<file path="config.mk">
export PLATFORM = sky130hd
export DESIGN_NAME = wave_capture_flat
export DESIGN_NICKNAME = d
export VERILOG_FILES = /design/src/rtl/wave_pkg.sv /design/src/rtl/wave_capture_if.sv /design/src/rtl/wave_capture_zero_cross_detect.sv /design/src/rtl/wave_capture.sv /design/src/flat_wrapper.sv
export SDC_FILE = /design/constraint.sdc
export NUM_CORES = 1
export LEC_CHECK = 0
export CAP_MARGIN = 0
export CORE_MARGIN = 3
export CORE_UTILIZATION = 61
export DETAILED_ROUTE_END_ITERATION = 10
export DONT_BUFFER_PORTS = 1
export PLACE_DENSITY = 0.8
export SYNTH_ARGS = -nofsm -noshare
export SYNTH_HDL_FRONTEND = slang
export SYNTH_SLANG_ARGS = --single-unit
</file>
<file path="constraint.sdc">
create_clock -name clk -period 1.47 [get_ports clk]
set_input_delay 0.294 -clock clk [delete_from_list [all_inputs] [get_ports clk]]
set_output_delay 0.294 -clock clk [all_outputs]
set_load 0.005 [all_outputs]
</file>
<file path="src/rtl/wave_pkg.sv">
// ---------------------------------------------------------------------------
// wave_pkg
//   Shared definitions for the waveform capture path (wave_capture) and the
//   display-side consumer of the sample RAM.
//
//   Contents:
//     state_t     capture FSM encoding (ST_ARMED / ST_ACTIVE / ST_WAIT);
//                 the fourth code 2'd3 is unused and recovers to ST_ARMED
//     DISP_W      width of one display sample stored in the RAM
//     to_display  signed audio sample -> offset-binary display sample
// ---------------------------------------------------------------------------
package wave_pkg;

  typedef enum logic [1:0] {
    ST_ARMED  = 2'd0,
    ST_ACTIVE = 2'd1,
    ST_WAIT   = 2'd2
  } state_t;

  localparam int DISP_W = 8;

  // Takes the top DISP_W bits of a signed two's-complement sample and
  // returns offset binary: flipping the sign bit maps the most negative
  // value to 0, zero to mid-scale and the most positive value to full scale.
  function automatic logic [DISP_W-1:0] to_display(input logic [DISP_W-1:0] top_bits);
    return {~top_bits[DISP_W-1], top_bits[DISP_W-2:0]};
  endfunction

endpackage

</file>
<file path="src/rtl/wave_capture_if.sv">
// ---------------------------------------------------------------------------
// wave_capture_if
//   Bundles the sample stream, the display status and the RAM write port
//   around wave_capture.
//
//   Signals:
//     new_sample_ready   one-cycle strobe, new_sample_in valid
//     new_sample_in      signed audio sample, SAMPLE_W bits
//     wave_display_idle  high while wave_display is not reading the RAM
//     write_address      {~read_index, sample count}, ADDR_W+1 bits
//     write_enable       one-cycle RAM write strobe
//     write_sample       offset-binary display sample, DISP_W bits
//     read_index         RAM half that wave_display reads
//
//   Handshake: neither side has a ready/backpressure signal. new_sample_ready
//   is a valid-only strobe; the sample is consumed in the cycle it is high.
//   write_enable is likewise valid-only: the RAM must accept every write in
//   the cycle it is asserted. write_address/write_sample hold their last
//   values while write_enable is low.
//
//   Modports:
//     master  wave_capture side (consumes samples, drives the RAM write port)
//     slave   environment side (sample source, RAM, display)
// ---------------------------------------------------------------------------
interface wave_capture_if #(
  parameter int SAMPLE_W = 16,
  parameter int ADDR_W   = 8
);
  import wave_pkg::*;

  logic                new_sample_ready;
  logic [SAMPLE_W-1:0] new_sample_in;
  logic                wave_display_idle;
  logic [ADDR_W:0]     write_address;
  logic                write_enable;
  logic [DISP_W-1:0]   write_sample;
  logic                read_index;

  modport master (
    input  new_sample_ready,
    input  new_sample_in,
    input  wave_display_idle,
    output write_address,
    output write_enable,
    output write_sample,
    output read_index
  );

  modport slave (
    output new_sample_ready,
    output new_sample_in,
    output wave_display_idle,
    input  write_address,
    input  write_enable,
    input  write_sample,
    input  read_index
  );

endinterface

</file>
<file path="src/rtl/wave_capture_zero_cross_detect.sv">
// ---------------------------------------------------------------------------
// zero_cross_detect
//   Remembers the sign of the previous strobed sample and flags a
//   positive-going zero crossing (previous sample negative, current sample
//   non-negative) in the cycle of the strobe.
//
//   Ports:
//     clk       system clock
//     reset     asynchronous, active-low reset
//     strobe    sample valid strobe
//     sign      sign bit of the current sample
//     prev_neg  registered sign of the last strobed sample
//     crossing  combinational crossing pulse, qualified by strobe
// ---------------------------------------------------------------------------
module zero_cross_detect (
  input  logic clk,
  input  logic reset,
  input  logic strobe,
  input  logic sign,
  output logic prev_neg,
  output logic crossing
);

  // Tracks on every strobe regardless of what the capture FSM is doing, so
  // the first sample after a buffer flip already has a valid predecessor.
  always_ff @(posedge clk or negedge reset) begin
    if (!reset) begin
      prev_neg <= 1'b0;
    end else if (strobe) begin
      prev_neg <= sign;
    end
  end

  assign crossing = strobe & prev_neg & ~sign;

endmodule

</file>
<file path="src/rtl/wave_capture.sv">
// ---------------------------------------------------------------------------
// wave_capture
//   Producer side of the double-buffered sample RAM read by wave_display.
//   Arms on a positive-going zero crossing, writes 2**ADDR_W display-scaled
//   samples into the RAM half the display is not reading, then waits for the
//   display to go idle (vertical blank) and flips read_index.
//
//   Parameters:
//     SAMPLE_W  width of the signed input sample (>= DISP_W)
//     ADDR_W    log2 of samples per buffer; RAM address is ADDR_W+1 bits
//     TIMEOUT   strobes in ST_ARMED before a forced trigger
//
//   Build option:
//     WAVE_TRIG_TIMEOUT_EN  when defined, ST_ARMED counts strobes and forces
//                           a trigger on the TIMEOUT-th strobe without a
//                           crossing, so flat or DC input still refreshes the
//                           display. When undefined ST_ARMED waits
//                           indefinitely and no counter is built.
//
//   Ports:
//     clk        system clock
//     reset      asynchronous, active-low reset
//     bus        wave_capture_if.master (sample stream, idle, RAM write port)
//     dbg_state  current capture FSM state
//
//   All bus outputs are registered; a write appears one cycle after the
//   strobe that carried its sample.
// ---------------------------------------------------------------------------
module wave_capture
  import wave_pkg::*;
#(
  parameter int SAMPLE_W = 16,
  parameter int ADDR_W   = 8,
  parameter int TIMEOUT  = 4096
) (
  input  logic             clk,
  input  logic             reset,
  wave_capture_if.master   bus,
  output state_t           dbg_state
);

  // -------------------------------------------------------------------------
  // Input decode
  // -------------------------------------------------------------------------
  logic              strobe;
  logic              sample_neg;
  logic              prev_neg;
  logic              crossing;
  logic [DISP_W-1:0] scaled;

  assign strobe     = bus.new_sample_ready;
  assign sample_neg = bus.new_sample_in[SAMPLE_W-1];
  assign scaled     = to_display(bus.new_sample_in[SAMPLE_W-1 -: DISP_W]);

  // Bits below the display resolution are deliberately discarded.
  generate
    if (SAMPLE_W > DISP_W) begin : g_low_bits
      logic unused_low_bits;
      assign unused_low_bits = ^bus.new_sample_in[SAMPLE_W-DISP_W-1:0];
    end
  endgenerate

  zero_cross_detect u_zero_cross (
    .clk      (clk),
    .reset    (reset),
    .strobe   (strobe),
    .sign     (sample_neg),
    .prev_neg (prev_neg),
    .crossing (crossing)
  );

  // -------------------------------------------------------------------------
  // Optional trigger timeout
  // -------------------------------------------------------------------------
  logic timeout_hit;

`ifdef WAVE_TRIG_TIMEOUT_EN
  localparam int TO_W = (TIMEOUT > 1) ? $clog2(TIMEOUT) : 1;

  logic [TO_W-1:0] to_cnt_q;
  logic [TO_W-1:0] to_cnt_next;

  // The counter holds the number of strobes already seen in ST_ARMED, so
  // the TIMEOUT-th strobe sees TIMEOUT-1 and becomes the forced trigger.
  assign timeout_hit = strobe && (to_cnt_q == TO_W'(TIMEOUT - 1));
`else
  assign timeout_hit = 1'b0;
`endif

  // -------------------------------------------------------------------------
  // Capture FSM and output registers
  // -------------------------------------------------------------------------
  state_t            state_q;
  state_t            state_next;
  logic [ADDR_W-1:0] count_q;
  logic [ADDR_W-1:0] count_next;
  logic              read_index_q;
  logic              read_index_next;
  logic              write_enable_q;
  logic              write_enable_next;
  logic [ADDR_W:0]   write_address_q;
  logic [ADDR_W:0]   write_address_next;
  logic [DISP_W-1:0] write_sample_q;
  logic [DISP_W-1:0] write_sample_next;

  always_ff @(posedge clk or negedge reset) begin
    if (!reset) begin
      state_q         <= ST_ARMED;
      count_q         <= '0;
      read_index_q    <= 1'b0;
      write_enable_q  <= 1'b0;
      write_address_q <= '0;
      write_sample_q  <= '0;
    end else begin
      state_q         <= state_next;
      count_q         <= count_next;
      read_index_q    <= read_index_next;
      write_enable_q  <= write_enable_next;
      write_address_q <= write_address_next;
      write_sample_q  <= write_sample_next;
    end
  end

`ifdef WAVE_TRIG_TIMEOUT_EN
  always_ff @(posedge clk or negedge reset) begin
    if (!reset) begin
      to_cnt_q <= '0;
    end else begin
      to_cnt_q <= to_cnt_next;
    end
  end
`endif

  always_comb begin
    state_next         = state_q;
    count_next         = count_q;
    read_index_next    = read_index_q;
    write_enable_next  = 1'b0;
    write_address_next = write_address_q;
    write_sample_next  = write_sample_q;
`ifdef WAVE_TRIG_TIMEOUT_EN
    to_cnt_next        = to_cnt_q;
`endif

    case (state_q)
      ST_ARMED: begin
        // The triggering sample itself is the first one stored (count 0).
        if (crossing || timeout_hit) begin
          write_enable_next  = 1'b1;
          write_address_next = {~read_index_q, {ADDR_W{1'b0}}};
          write_sample_next  = scaled;
          count_next         = ADDR_W'(1);
          state_next         = ST_ACTIVE;
`ifdef WAVE_TRIG_TIMEOUT_EN
          to_cnt_next        = '0;
`endif
        end else if (strobe) begin
`ifdef WAVE_TRIG_TIMEOUT_EN
          to_cnt_next = to_cnt_q + TO_W'(1);
`endif
        end
      end

      ST_ACTIVE: begin
        if (strobe) begin
          write_enable_next  = 1'b1;
          write_address_next = {~read_index_q, count_q};
          write_sample_next  = scaled;
          // Natural wrap returns count to 0 for the next buffer.
          count_next         = count_q + ADDR_W'(1);
          if (count_q == {ADDR_W{1'b1}}) begin
            state_next = ST_WAIT;
          end
        end
      end

      ST_WAIT: begin
        // Flip only while the display is not reading. A crossing in this
        // same cycle is intentionally dropped: the new write half is only
        // valid from the next cycle on.
        if (bus.wave_display_idle) begin
          read_index_next = ~read_index_q;
          state_next      = ST_ARMED;
`ifdef WAVE_TRIG_TIMEOUT_EN
          to_cnt_next     = '0;
`endif
        end
      end

      default: begin
        state_next = ST_ARMED;
        count_next = '0;
`ifdef WAVE_TRIG_TIMEOUT_EN
        to_cnt_next = '0;
`endif
      end
    endcase
  end

  assign bus.write_enable  = write_enable_q;
  assign bus.write_address = write_address_q;
  assign bus.write_sample  = write_sample_q;
  assign bus.read_index    = read_index_q;
  assign dbg_state         = state_q;

endmodule

</file>
<file path="src/flat_wrapper.sv">
// flat-port wrapper written by rule: the top's interface ports become plain ports
module wave_capture_flat import wave_pkg::*;
#(
  parameter int SAMPLE_W = 16,
  parameter int ADDR_W   = 8,
  parameter int TIMEOUT  = 4096
)
  (clk, reset, dbg_state, bus_new_sample_ready, bus_new_sample_in, bus_wave_display_idle, bus_write_address, bus_write_enable, bus_write_sample, bus_read_index);
  wave_capture_if #(.SAMPLE_W(SAMPLE_W), .ADDR_W(ADDR_W)) bus_i ();
  input  logic clk;
  input  logic reset;
  output state_t dbg_state;
  input wire logic [$bits(bus_i.new_sample_ready)-1:0] bus_new_sample_ready;
  input wire logic [$bits(bus_i.new_sample_in)-1:0] bus_new_sample_in;
  input wire logic [$bits(bus_i.wave_display_idle)-1:0] bus_wave_display_idle;
  output wire logic [$bits(bus_i.write_address)-1:0] bus_write_address;
  output wire logic [$bits(bus_i.write_enable)-1:0] bus_write_enable;
  output wire logic [$bits(bus_i.write_sample)-1:0] bus_write_sample;
  output wire logic [$bits(bus_i.read_index)-1:0] bus_read_index;
  assign bus_i.new_sample_ready = bus_new_sample_ready;
  assign bus_i.new_sample_in = bus_new_sample_in;
  assign bus_i.wave_display_idle = bus_wave_display_idle;
  assign bus_write_address = bus_i.write_address;
  assign bus_write_enable = bus_i.write_enable;
  assign bus_write_sample = bus_i.write_sample;
  assign bus_read_index = bus_i.read_index;
  wave_capture #(.SAMPLE_W(SAMPLE_W), .ADDR_W(ADDR_W), .TIMEOUT(TIMEOUT)) u_core (.clk(clk), .reset(reset), .bus(bus_i), .dbg_state(dbg_state));
endmodule
</file>
==> summary.md, run 1 <==
| Metric | Value |
|---|---|
| DP Cell Count | 144 |
| PnR Total Power | 1990 µW |
| Dpl cell area | 0.00144 mm² |
| Vias | 963 |
| Core area | 0.00206 mm² |
| Synth warnings | 0 |
| Period minus WS final | 1450 ps |
| Port bufs | 0 |
| Avg WL per Cell | 17.4 µm |
| IR drop worst, VDD | 1.06 mV |
| # diodes | 0 |
| HP Class | in -> reg |
| Clk_skew | 5.39 ps |
| Status | completed |
| Seq/Total Area, Yosys | 0.538 |
| Vias in the first global route | 931 |
| Synth top area share | 0.538 |
| Reg2reg path depth | 3 |
| Slew Limit Fails | 0 |
| CP bufs+invs | 0 |
| Final Hold Vio Count | 0 |
| Slowest stage cell on the critical path | or3b_4 |
| # clock sinks | 30 |
| Post-Syn Area per Cell | 11.8 µm² |
| Critical setup path kind | reg -> reg |
| TritonCTS clock tree | built |
| Worst r2r dst | u_core.count_q[2] |
| Std-Cell Rows | 16 |
| Routability Congestion | 0.892 |
| Largest net degree at the start of global routing | 31 |
| Number of flops mapped to enable cells by yosys | 0 |
| Yosys cell types | 38 |
| Root Driver | clkbuf_4 |
| Worst Tran Pin Value | 340 ps |
| Via/cell ratio | 6.29 |
| Worst path max stage delay | 460 ps |
| Die H | 53.8 µm |
| Final instance area | 0.00154 mm² |
| Setup crit start kind | flip-flop |
| First-pass GRT wire length | 4160 µm |
| Skew-Pair Late Insertion Delay | 320 ps |
| CTS clk-pin slew, worst paths | 80 ps |
| Post-Synthesis Cell Area | 0.00140 mm² |
| 1st-iter DRT viols | 15 |
| Max Clk Rate | 690 MHz |
| Pwr dens | 1300 mW/mm² |
| Clk buf depth | 2 |
| Initial antenna violation count | 0 |
| Synthesized flop and latch total | 30 |
| Top_reg_cell synth | dfrtp_1 |
| R2r setup slk | 20 ps |
| Fin crit share | 0.986 |
| Die width | 53.8 µm |
| DRC violations left | 0 |
| Share of layout cells above drive strength 1 | 0.190 |
| Leak Pwr | 0.000722 µW |
| Routed Antenna Nets | 0 |
| HPWL after DPL | 1870 µm |
| TNS Setup | 0 ps |
| WL final | 2670 µm |
| Max transition margin | 0.774 |
| CTS Buf Count | 5 |
| DRT Pass-1 Iters | 4 |
| Hold worst-path end | u_core.bus.write_sample[7] |
| Crit-path cells | or3b_4 -> a221oi_1 -> mux2i_1 |
| Synth top area cells | dfrtp_1 (54%), mux2_1 (5.6%), mux2i_1 (4.3%), inv_1 (3.0%), a21o_1 (2.7%) |
| Req. time, crit path | 1670 ps |
| Finished Layout Cells | 153 |
| Crit Path Max Fanout | 4 |
| H-tree depth | 2 |
| Commonest non-fill, non-tap cells in the layout | dfrtp_1 (30), inv_1 (11), mux2_1 (7) |
| Max-cap viol count | 0 |
| Synth Instances | 118 |
| GRT Total Usage | 0.215 |
| Critical path endpoint category | flip-flop |
| Initial Utilization | 0.677 |
| Synth area leader | dfrtp_1 |
| Io pins | 41 |
| Worst r2r src | u_core.dbg_state[1] |
| CP top delay family | simple AND/OR/NAND/NOR gates |
| Hold wc startpoint | bus_new_sample_in[15] |
| Syn_nets | 139 |
| RSZ-0062 raised after global routing | yes |
| NumNets Final | 147 |
| Die area | 0.00290 mm² |
| Setup violators final | 0 |
| Layout area overhead | 9.95% |
| Final Core Density | 0.745 |
| Synth async-reset ratio | 1.00 |
| Cells on Worst Hold Path | 1 |
| GR Overflow Total | 0 |
| Commonest non-fill, non-tap cell in the layout | dfrtp_1 |
| CP arrival | 1650 ps |
worst max path at each step:
| stage | start | slack, ps | endpoint | depth (start not counted) |
|---|---|---|---|---|
| floorplan | u_core.count_q[0] | 110 | u_core.dbg_state[1] | 4 |
| global placement | u_core.dbg_state[1] | 70 | u_core.count_q[4] | 3 |
| detailed placement | u_core.dbg_state[1] | 40 | u_core.count_q[2] | 3 |
| CTS | u_core.dbg_state[1] | 20 | u_core.count_q[2] | 3 |
| global route | u_core.dbg_state[1] | -20 | u_core.count_q[2] | 3 |
| finish | u_core.dbg_state[1] | 20 | u_core.count_q[2] | 3 |
synthesized netlist by cell type, types with 2 or more instances:
cell type	count
mux2_1	7
nand4_1	2
buf_6	2
and4_1	2
nand3_1	4
a221oi_1	3
a21o_1	5
inv_1	11
mux2i_1	6
inv_2	2
a2111o_1	2
nand2_1	6
o21ai_1	3
o211ai_1	2
nor2_1	2
dfrtp_1	30
buf_2	4
and3_1	2
nor4b_1	4
flip-flops by register name (all words and copies together) (netlist names):
register,flops
u_core.bus.write_address,9
u_core.u_zero_cross.prev_neg,1
u_core.dbg_state,2
u_core.bus.read_index,1
u_core.count_q,8
u_core.bus.write_enable,1
u_core.bus.write_sample,8
stage by stage:
stage | hold WS, ps | setup WS (ps)
after CTS | 39.5 | 21.9
after global routing | 30.3 | -15.4
final | 50.5 | 20.8
after global placement | -0.921 | 72.3
after floorplan | -1.59 | 113
after detailed placement | -0.812 | 39.9
power by group:
group          internal, µW  switching, µW
combinational           193            208
clock                   180            251
sequential              997            159
layer usage:
layer	track usage	part of all wire	vias to the layer above
met5	0	0	-
met4	0.132	0.022	0
met3	0.108	0.080	5
met2	0.323	0.48	37
met1	0.242	0.41	478
li1	-	-	443
final cells by class:
class,count,area (µm²)
flip-flops and latches,30,751
multi-input cells,69,573
fillers,149,527
repair buffers,7,83.8
inverters,13,48.8
clock buffers,7,45.0
well taps,27,33.8
cells by family after synthesis:
group,Yosys count,synth area share
buffers and inverters,19,0.0654
and+or+nand+nor,28,0.134
DFF,30,0.538
muxes,14,0.108
AOI/OAI and AO/OA,25,0.141
xor gates and xnor gates,1,0.00627
adders and majority gates,1,0.00896
worst reg2reg max path, stage by stage (launching register included):
cell	delay, ps
dfrtp_1	440
or3b_4	460
a221oi_1	320
mux2i_1	110
repair_timing:
item | in CTS | in global routing
hold endpoints to repair | 30 | 0
buffers inserted | 0 | 0
gates resized for setup | 0 | 6
setup endpoints to repair | 0 | 6
hold buffers | 2 | 0
No activity file was read; power rests on OpenSTA's default activity.
==> inputs of run 2 (changes only) <==
Settings changed: CORE_UTILIZATION 61 to 42, DONT_BUFFER_PORTS 1 to default, PLACE_DENSITY 0.8 to 0.78, SKIP_CTS_REPAIR_TIMING from default to 1.
Clock period 1.47 ns to 1.3 ns, I/O delays scaled along.
==> run 2 against run 1 <==
The run now ends with setup timing left; count of clock-buffer cells in the layout is the same; combinational power increased by 140%; first-iteration DRC count increased to 3.2 times the previous value; sequential power is 9% higher; worst hold slack gained 230 ps; utilization down 3.2 points; final area increased by 44%; routed wire length up 37%; largest power group unchanged; highest routed layer unchanged.
==> summary.md, run 2 (synthesized netlist as in run 1, its figures left out) <==
| Metric | Value |
|---|---|
| # diodes | 0 (unchanged) |
| Max FFs per register | 9 (unchanged) |
| Max Clk Rate | 681 MHz (-1.3%) |
| Max-cap viol count | 0 (unchanged) |
| Setup Slack @ Placement | -456 ps (-496 ps) |
| GR Overflow Total | 0 (unchanged) |
| Critical setup path kind | reg -> reg |
| CP arrival | 1680 ps (+30 ps) |
| CP top delay family | simple AND/OR/NAND/NOR gates |
| CTS clk-pin slew, worst paths | 90 ps (about the same) |
| IR drop worst, VDD | 0.665 mV (-37%) |
| Slowest stage cell on the critical path | or3b_4 |
| Dpl cell area | 0.00188 mm² (+30%) |
| TritonCTS clock tree | built |
| Commonest non-fill, non-tap cells in the layout | dfrtp_1 (29), dlymetal6s2s_1 (21), buf_4 (19) |
| Initial Utilization | 0.450 (-0.227) |
| Skew-Pair Late Insertion Delay | 330 ps (about the same) |
| Die area | 0.00405 mm² (+40%) |
| Fin crit share | 1.13 (+0.144) |
| Final WS setup | -168 ps (-189 ps) |
| Setup crit start kind | flip-flop |
| Port bufs | 32 (+32) |
| Setup violators final | 24 (+24) |
| DRT Pass-1 Iters | 4 (unchanged) |
| HP Class | in -> async |
| Layout area overhead | 58.3% |
| CP bufs+invs | 1 (+1) |
| Initial antenna violation count | 0 (unchanged) |
| Root Driver | clkbuf_4 |
| First-pass GRT wire length | 5680 µm (+36%) |
| Crit Path Max Fanout | 4 (unchanged) |
| Io pins | 41 (unchanged) |
| DRC violations left | 0 (unchanged) |
| Crit-path cells | buf_6 -> or3b_4 -> a221oi_2 -> mux2i_1 |
| Std-Cell Rows | 20 (+4) |
| Avg WL per Cell | 16.2 µm (-7.1%) |
| Core area | 0.00310 mm² (+50%) |
| Die width | 63.7 µm (+18%) |
| Via/cell ratio | 5.19 (-18%) |
| Req. time, crit path | 1510 ps (-160 ps) |
| Reg2reg path depth | 4 (+1) |
| Pwr dens | 1270 mW/mm² (-2.1%) |
| Routed Antenna Nets | 0 (unchanged) |
| Worst r2r src | u_core.dbg_state[1] |
| # clock sinks | 30 (unchanged) |
| Share of layout cells above drive strength 1 | 0.365 (+0.174) |
| Period minus WS final | 1470 ps (+19.3 ps) |
| FILL cells | 233 (+56%) |
| Vias in the first global route | 1,233 (+32%) |
| 1st-iter DRT viols | 48 (+33) |
| Final instance area | 0.00221 mm² (+44%) |
| GRT Total Usage | 0.183 (-0.0317) |
| Largest net degree at the start of global routing | 31 (unchanged) |
| Commonest non-fill, non-tap cell in the layout | dfrtp_1 |
| Clk buf depth | 2 (unchanged) |
| Failing checks | setup timing |
| RSZ-0062 raised after global routing | yes |
| Routability Congestion | 0.897 (+0.65%) |
| Critical path endpoint category | flip-flop |
| Die H | 63.7 µm (+18%) |
| Leak Pwr | 0.00122 µW (+70%) |
| Clk_skew | 6.36 ps (+0.969 ps) |
| WL final | 3640 µm (+37%) |
| Final Hold Vio Count | 0 (unchanged) |
| HPWL after DPL | 2420 µm (+29%) |
| NumNets Final | 201 (+37%) |
| CTS Buf Count | 5 (unchanged) |
| R2r setup slk | -170 ps (-190 ps) |
| Worst Tran Pin Value | 340 ps (+0.442 ps) |
| Vias | 1,167 (+21%) |
| Worst r2r dst | u_core.count_q[2] |
| Status | finished, violations left |
| Max transition margin | 0.770 (-0.00349) |
| Slew Limit Fails | 0 (unchanged) |
| Worst path max stage delay | 430 ps (-30 ps) |
| H-tree depth | 2 (unchanged) |
run 2: worst register-to-register path, stage by stage (launching register included):
cell and delay, ps:
dfrtp_1 420, buf_6 130, or3b_4 440, a221oi_2 250, mux2i_1 110
run 2: worst max path at each step:
stage                               start                           to  slack [ps]  cells after the start
global placement    bus_new_sample_in[15]            u_core.count_q[2]        -390                      4
global route          u_core.dbg_state[1]            u_core.count_q[2]        -210                      6
finish                u_core.dbg_state[1]            u_core.count_q[2]        -170                      4
floorplan               u_core.count_q[0]          u_core.dbg_state[1]         -20                      4
CTS                   u_core.dbg_state[0]                 dbg_state[0]        -450                      1
detailed placement  bus_new_sample_in[15]  u_core.bus.write_address[0]        -460                      5
run 2: cell type report:
type	count	area [µm²]	area share
Tap cell	44	55.1	0.0249
Multi-Input combinational cell	70	669	0.303
Clock buffer	7	55.1	0.0249
Timing Repair Buffer	60	626	0.283
Sequential cell	30	752	0.340
Inverter	13	48.8	0.0221
Clock inverter	1	5.00	0.00226
run 2: metal layers:
layer	global-route usage	part of all wire	vias up
li1	-	-	553
met2	0.306	0.52	32
met5	0	0	-
met1	0.216	0.41	576
met3	0.0392	0.045	6
met4	0.105	0.018	0
run 2: where the power goes:
part | internal [µW] | total, µW | switching (µW)
registers | 1130 | 1270 | 147
logic | 563 | 955 | 392
clock network | 262 | 576 | 314
run 2: metrics by stage:
stage                     utilization  hold slack (ps)  cells  setup TNS, ps  power, µW
after CTS                       0.624              276    211          -5350       2700
after detailed placement        0.604              465    203         -10240       2110
after floorplan                     -            -35.6    118          -29.7       1620
after global routing            0.713              290    225          -2990       3000
final                           0.713              279    225          -1710       2800
after global placement          0.604              461    203          -8910       2070
